**src/rtl/game_state_ctrl.sv**
```systemverilog
// Game flow controller: menu -> round reset -> play -> end-of-round delay -> game over,
// with win/loss result and an elapsed-seconds timer driven by vsync frame ticks.
module game_state_ctrl #(
   parameter int RESET_CYCLES     = 16,
   parameter int FRAMES_PER_SEC   = 60,
   parameter int END_DELAY_FRAMES = 120
) (
   input  logic       clk,
   input  logic       rst_n,
   input  logic       game_start,
   input  logic       remote_start,
   input  logic       vsync,
   input  logic       player_dead,
   input  logic       player_2_dead,
   input  logic       player_2_data_valid,
   input  logic       boss_dead,
   output logic [1:0] game_active,
   output logic       round_reset,
   output logic       player_won,
   output logic [7:0] elapsed_s
);

   localparam int RW = $clog2(RESET_CYCLES + 1);
   localparam int FW = $clog2(FRAMES_PER_SEC + 1);
   localparam int EW = $clog2(END_DELAY_FRAMES + 1);

   localparam logic [RW-1:0] R_LAST = RW'(RESET_CYCLES - 1);
   localparam logic [RW-1:0] R_ONE  = RW'(1);
   localparam logic [FW-1:0] F_LAST = FW'(FRAMES_PER_SEC - 1);
   localparam logic [FW-1:0] F_ONE  = FW'(1);
   localparam logic [EW-1:0] E_LAST = EW'(END_DELAY_FRAMES - 1);
   localparam logic [EW-1:0] E_ONE  = EW'(1);

   typedef enum logic [2:0] {
      S_MENU   = 3'd0,
      S_RESET  = 3'd1,
      S_PLAY   = 3'd2,
      S_ENDING = 3'd3,
      S_OVER   = 3'd4
   } state_t;

   state_t        state_q, state_d;
   logic [RW-1:0] reset_cnt_q, reset_cnt_d;
   logic [FW-1:0] frame_cnt_q, frame_cnt_d;
   logic [EW-1:0] end_cnt_q, end_cnt_d;
   logic          vsync_q;
   logic [1:0]    game_active_q, game_active_d;
   logic          round_reset_q, round_reset_d;
   logic          player_won_q, player_won_d;
   logic [7:0]    elapsed_s_q, elapsed_s_d;
   logic          frame_tick_s, start_s, loss_s;

   // Next-state, counter and output computation for the game flow.
   always_comb begin
      frame_tick_s  = vsync & ~vsync_q;
      start_s       = game_start | remote_start;
      loss_s        = player_dead | (player_2_data_valid & player_2_dead);
      state_d       = state_q;
      reset_cnt_d   = reset_cnt_q;
      frame_cnt_d   = frame_cnt_q;
      end_cnt_d     = end_cnt_q;
      player_won_d  = player_won_q;
      elapsed_s_d   = elapsed_s_q;
      game_active_d = 2'd0;
      round_reset_d = 1'b0;

      case (state_q)
         S_MENU, S_OVER: begin
            if (start_s) begin
               state_d      = S_RESET;
               reset_cnt_d  = {RW{1'b0}};
               frame_cnt_d  = {FW{1'b0}};
               elapsed_s_d  = 8'd0;
               player_won_d = 1'b0;
            end else begin
               state_d = state_q;
            end
         end
         S_RESET: begin
            if (reset_cnt_q == R_LAST) begin
               state_d     = S_PLAY;
               reset_cnt_d = {RW{1'b0}};
            end else begin
               reset_cnt_d = reset_cnt_q + R_ONE;
            end
         end
         S_PLAY: begin
            if (frame_tick_s) begin
               if (frame_cnt_q == F_LAST) begin
                  frame_cnt_d = {FW{1'b0}};
                  elapsed_s_d = (elapsed_s_q == 8'hFF) ? 8'hFF : elapsed_s_q + 8'd1;
               end else begin
                  frame_cnt_d = frame_cnt_q + F_ONE;
               end
            end else begin
               frame_cnt_d = frame_cnt_q;
            end
            // Loss wins over a simultaneous boss kill.
            if (loss_s) begin
               state_d      = S_ENDING;
               end_cnt_d    = {EW{1'b0}};
               player_won_d = 1'b0;
            end else if (boss_dead) begin
               state_d      = S_ENDING;
               end_cnt_d    = {EW{1'b0}};
               player_won_d = 1'b1;
            end else begin
               state_d = S_PLAY;
            end
         end
         S_ENDING: begin
            if (frame_tick_s) begin
               if (end_cnt_q == E_LAST) begin
                  state_d   = S_OVER;
                  end_cnt_d = {EW{1'b0}};
               end else begin
                  end_cnt_d = end_cnt_q + E_ONE;
               end
            end else begin
               end_cnt_d = end_cnt_q;
            end
         end
         default: begin
            state_d = S_MENU;
         end
      endcase

      // Outputs are decoded from the next state so they register alongside it.
      case (state_d)
         S_MENU:  game_active_d = 2'd0;
         S_OVER:  game_active_d = 2'd2;
         default: game_active_d = 2'd1;
      endcase
      round_reset_d = (state_d == S_RESET);
   end

   // State, counters, vsync edge history and registered outputs.
   always_ff @(posedge clk or negedge rst_n) begin
      if (!rst_n) begin
         state_q       <= S_MENU;
         reset_cnt_q   <= {RW{1'b0}};
         frame_cnt_q   <= {FW{1'b0}};
         end_cnt_q     <= {EW{1'b0}};
         vsync_q       <= 1'b0;
         game_active_q <= 2'd0;
         round_reset_q <= 1'b0;
         player_won_q  <= 1'b0;
         elapsed_s_q   <= 8'd0;
      end else begin
         state_q       <= state_d;
         reset_cnt_q   <= reset_cnt_d;
         frame_cnt_q   <= frame_cnt_d;
         end_cnt_q     <= end_cnt_d;
         vsync_q       <= vsync;
         game_active_q <= game_active_d;
         round_reset_q <= round_reset_d;
         player_won_q  <= player_won_d;
         elapsed_s_q   <= elapsed_s_d;
      end
   end

   assign game_active = game_active_q;
   assign round_reset = round_reset_q;
   assign player_won  = player_won_q;
   assign elapsed_s   = elapsed_s_q;

endmodule

```
**config.mk**
```make
export PLATFORM = sky130hd
export DESIGN_NAME = game_state_ctrl
export DESIGN_NICKNAME = d
export VERILOG_FILES = /design/src/rtl/game_state_ctrl.sv
export SDC_FILE = /design/constraint.sdc
export NUM_CORES = 1
export LEC_CHECK = 0
export ABC_AREA = 1
export CELL_PAD_IN_SITES_DETAIL_PLACEMENT = 1
export CELL_PAD_IN_SITES_GLOBAL_PLACEMENT = 2
export CORE_MARGIN = 4
export CORE_UTILIZATION = 28
export DETAILED_ROUTE_END_ITERATION = 7
export PLACE_DENSITY_LB_ADDON = 0.1
export SYNTH_ARGS = -nofsm -noshare
export SYNTH_HDL_FRONTEND = slang
export SYNTH_SLANG_ARGS = --single-unit
export TNS_END_PERCENT = 5
```
**constraint.sdc**
```tcl
create_clock -name clk -period 2.8 [get_ports clk]
set_input_delay 0.42 -clock clk [delete_from_list [all_inputs] [get_ports clk]]
set_output_delay 0.42 -clock clk [all_outputs]
set_load 0.005 [all_outputs]
```
-- Word-level counts from Yosys, hierarchy flattened
Index checks and enable logic that the tools add are counted.
- flip-flop bits (word level): 34
- bits of input ports: 9
- output and inout bits: 12
- logic and storage cells: 73
- $add $sub $neg: 4
- equal/unequal tests: 15
- muxes and demuxes: 29
- bitwise logic cells: 5
- reductions and logical operators: 11
- operator list (kind ; number):
    2-to-1 mux 8 bit ; 4
    2-to-1 mux 7 bit ; 4
    2-to-1 mux 6 bit ; 3
    one-hot mux 8 bit (2 select lines) ; 1
    one-hot mux 7 bit (2 select lines) ; 1
    2-to-1 mux 3 bit ; 4
    one-hot mux 3 bit (4 select lines) ; 1
    one-hot mux 6 bit (2 select lines) ; 1
    2-to-1 mux 5 bit ; 2
    one-hot mux 5 bit (2 select lines) ; 1
    AND reduction 3 bit ; 3
    adder 8 x 1 -> 8 bit, second input constant ; 1
    equality test 8 bit, second input constant ; 1
    != test 2 bit, second input constant ; 4
    adder 7 x 1 -> 7 bit, second input constant ; 1
    equality test 7 bit, second input constant ; 1
    adder 6 x 1 -> 6 bit, second input constant ; 1
    equality test 3 x 1 -> 1 bit, second input constant ; 2
    equality test 3 x 2 -> 1 bit, second input constant ; 2
    equality test 3 bit, second input constant ; 2
    equality test 6 bit, second input constant ; 1
    logical NOT 3 bit ; 2
    nonzero test 2 bit ; 3
    adder 5 x 1 -> 5 bit, second input constant ; 1
    11 further kinds ; 17

-- Logic depth before layout (Yosys ltp)
- depth after elaboration: 6
- depth in mapped cells: 9
- mapped depth without buffers: 9

-- Worst setup path after synthesis
Ideal clock, no wire load.
- kind: input to register
- start point: in vsync
- end point: reg end_cnt_q[2]
- setup time: 119 ps
- data arrival time: 1220 ps
- required time: 2681 ps
- path slack: 1461 ps
- cell stages on the path: 8
- buffers on the path: 1
- path through: inv_1 nor2_1 nand2_1 nand2_2 buf_6 inv_2 a21oi_1 nor2_1
- word-level cells in the longest chain between the ends: 3
- ends and longest elaborated chain (what ; line ; text):
    start, declared ; 12 ; input logic vsync,
    AND 1 bit ; 55 ; frame_tick_s = vsync & ~vsync_q;
    != test 2 bit (no line) ; - ;
    AND reduction 3 bit (no line) ; - ;
    end signal, assigned ; 143 ; end_cnt_q <= {EW{1'b0}};
    end signal, assigned ; 153 ; end_cnt_q <= end_cnt_d;
    end, declared ; 45 ; logic [EW-1:0] end_cnt_q, end_cnt_d;
Every way passes these cells.
A chain may end at the register's enable or synchronous reset.

-- Worst setup path after layout
- start point: reg elapsed_s_q[0], in the netlist elapsed_s[0]
- end point: reg elapsed_s_q[3], in the netlist elapsed_s[3]
- word-level cells in the longest chain between the ends: 5
- elaborated cells between the ends (all ways): 6
- classes of those cells: 1 x add/sub; 1 x eq/ne; 4 x mux
- ends and longest elaborated chain (what ; line ; text):
    start, declared ; 50 ; logic [7:0] elapsed_s_q, elapsed_s_d;
    start signal, assigned ; 158 ; elapsed_s_q <= elapsed_s_d;
    adder 8 x 1 -> 8 bit / equality test 8 bit (equally long branches) ; 91 ; elapsed_s_d = (elapsed_s_q == 8'hFF) ? 8'hFF : elapsed_s_q + 8'd1;
    2-to-1 mux 8 bit * ; 91 ;
    2-to-1 mux 8 bit * ; 89 ; if (frame_cnt_q == F_LAST) begin
    2-to-1 mux 8 bit * ; 88 ; if (frame_tick_s) begin
    one-hot mux 8 bit (2 select lines) * ; 67 ; case (state_q)
Mark *: on every way between the ends. The rest lies on a longest branch, timed or not. The select of a mux whose other input is x is not followed.

==> impl_metrics.env <==
export IMPL_worst_slew_pin_slew_ps=814
export IMPL_critical_path_max_stage_delay_ps=440
export IMPL_relSlewSlack=0.458
export IMPL_clock_path_buffers=2
export IMPL_cp_data_arrival_time_ps=1990
export IMPL_fin_crit_ps=1780
export IMPL_critPathKind="flip-flop to flip-flop"
export IMPL_syn_area_per_cell_um2=7.46
export IMPL_fp_row_count=29
export IMPL_avgRoutedWirePerCell_um=12.5
export IMPL_seq_area_frac_synth=0.462
export IMPL_fin_skew_ps=12.3
export IMPL_synth_edf_count=0
export IMPL_antennaDiodeCount=0
export IMPL_yosysWarnings=0
export IMPL_clock_latency_ps=290
export IMPL_fin_cells=351
export IMPL_cts_setup_buffers=0
export IMPL_cts_tree="yes"
export IMPL_max_freq_mhz=563
export IMPL_drive_gt1_frac=0.0949
export IMPL_fin_util=0.347
export IMPL_nNetsFinal=286
export IMPL_start_util=0.289
export IMPL_hold_violations=0
export IMPL_irDropWorstVdd_mv=0.331
export IMPL_synthArstFlopShare=1.00
export IMPL_grt_pass1_vias=1698
export IMPL_die_h_um=89.1
export IMPL_crit_path_max_fanout=7
export IMPL_postCtsHoldBufs=0
export IMPL_syn_num_nets=260
export IMPL_die_area_um2=7940
export IMPL_postRouteWirelength_um=4380
export IMPL_core_um2=6390
export IMPL_setup_tns_final_ps=0
export IMPL_portBuffers=20
export IMPL_grt_setup_unrepaired="no"
export IMPL_grt_max_degree=35
export IMPL_num_vias=1610
export IMPL_leakagePower_uw=0.00108
export IMPL_avgViaCountPerCell=4.59
export IMPL_clkTransAtPathRegs_ps=80
export IMPL_critPathTopFamily="simple AND/OR/NAND/NOR gates"
export IMPL_first_pass_iters=4
export IMPL_p_per_area_nw_per_um2=648
export IMPL_worstPathRequired_ps=3010
export IMPL_end_kind="flip-flop"
export IMPL_drtIter0Drc=47
export IMPL_crit_chain="ha_1 > nand3_1 > nor2_1 > nand3_1 > o21ai_0 > nand2_1 > o21ai_1"
export IMPL_drv_cap=0
export IMPL_slowest_stage="dfrtp_1"
export IMPL_clkSinkCount=34
export IMPL_setup_viol=0
export IMPL_yosysMostFrequentCell="nand2_1"
export IMPL_cts_max_level=2
export IMPL_netlist_top_cells_area="dfrtp_1, nand2_1, inv_1, nand3_1, nor2_1"
export IMPL_crit_buf_inv=0
export IMPL_gr_total_overflow=0
export IMPL_syn_to_final_growth_pct=20.4
export IMPL_pre_cts_ws_ps=692
export IMPL_post_cts_resized=0
export IMPL_postRouteAntennaNets=0
export IMPL_dpl_cell_count=343
export IMPL_die_w_um=89.1
export IMPL_gp_congestion=0.700
export IMPL_start_kind="flip-flop"
export IMPL_yosysTopAreaCellShare=0.462
export IMPL_grt_pass1_wl_um=7990
export IMPL_ys_types=24
export IMPL_ios=21
export IMPL_netlist_instances=247
export IMPL_synthFlopType="dfrtp_1"
export IMPL_fin_crit_sh=0.634
export IMPL_hp_class="input port to async pin"
export IMPL_cts_root_buffer="clkbuf_8"
export IMPL_slew_violations=0
export IMPL_antenna_found_initial=0
export IMPL_ys_top_cells_by_count="nand2_1, dfrtp_1, inv_1"
export IMPL_synth_ff_latch_count=34
export IMPL_whs_ps=217
export IMPL_cpMostUsedCell="nand3_1"
export IMPL_grt_usage=0.129
export IMPL_syn_area_um2=1840
export IMPL_dp_hpwl_um=3300
export IMPL_cts_buffers_inserted=5
export IMPL_drcViolationCount=0
export IMPL_outcome="completed"
export IMPL_synth_top_cell_by_area="dfrtp_1"
export IMPL_layout_setup_ws_ps=1020
==> final cells by class <==
type                       count  area (µm²)
tap                           77        96.3
sequential                    34         851
multi-input combinational    175         842
timing repair buffer          20         195
clock inverter                 2        12.5
fill                         799        4170
clock buffer                   6        82.6
inverter                      37         139
==> placed cells by master, fill, tap and decap left out, drive strengths merged, types with 4 or more instances in the layout <==
cell,netlist,routed
inv,37,37
nand2,82,82
clkbuf,0,6
clkdlybuf4s50,0,19
nor2,30,30
o21ai,13,13
dfrtp,34,34
a21oi,11,11
ha,4,4
nand3,22,22
==> registers in the layout, indices dropped and copies added (netlist names) <==
| register | cells |
|---|---|
| player_won | 1 |
| frame_cnt_q | 6 |
| elapsed_s | 8 |
| vsync_q | 1 |
| round_reset | 1 |
| state_q | 3 |
| reset_cnt_q | 5 |
| game_active | 2 |
| end_cnt_q | 7 |
==> report_power, final <==
part,leakage [µW],internal (µW),switching [µW]
sequential,0.000454,573,60.6
combinational,0.000579,151,259
clock,0.0000472,198,195
==> metrics by stage <==
step,cell area (µm²),power (µW)
floorplan,1840,918
global placement,2120,1060
detailed placement,2120,1070
CTS,2220,1470
global route,2220,1570
finish,2220,1440
==> worst paths after layout <==
path,from,end,slack [ps],cells after the start
min,rst_n,round_reset,220,1
min in group clk,reset_cnt_q[0],reset_cnt_q[0],510,1
max reg2reg,elapsed_s[0],elapsed_s[3],1020,7
max in group asynchronous,rst_n,end_cnt_q[3],2060,1
min reg2reg,reset_cnt_q[0],reset_cnt_q[0],510,1
max,elapsed_s[0],elapsed_s[3],1020,7
==> cell families after synthesis <==
kind of cell,synth area share
buffers and inverters,0.0815
XOR/XNOR,0.0143
flip-flops,0.462
multiplexers,0.00543
adder cells (fa/ha/maj),0.0272
AO/OA/AOI/OAI,0.0917
AND/OR/NAND/NOR,0.318
==> metal layers <==
layer | vias to the layer above | share of wire | GRT usage
li1 | 830 | - | -
met1 | 755 | 0.49 | 0.169
met2 | 21 | 0.47 | 0.212
met3 | 4 | 0.033 | 0.0350
met4 | 0 | 0.0094 | 0.0325
met5 | - | 0 | 0
(Power assumes the default switching activity.)
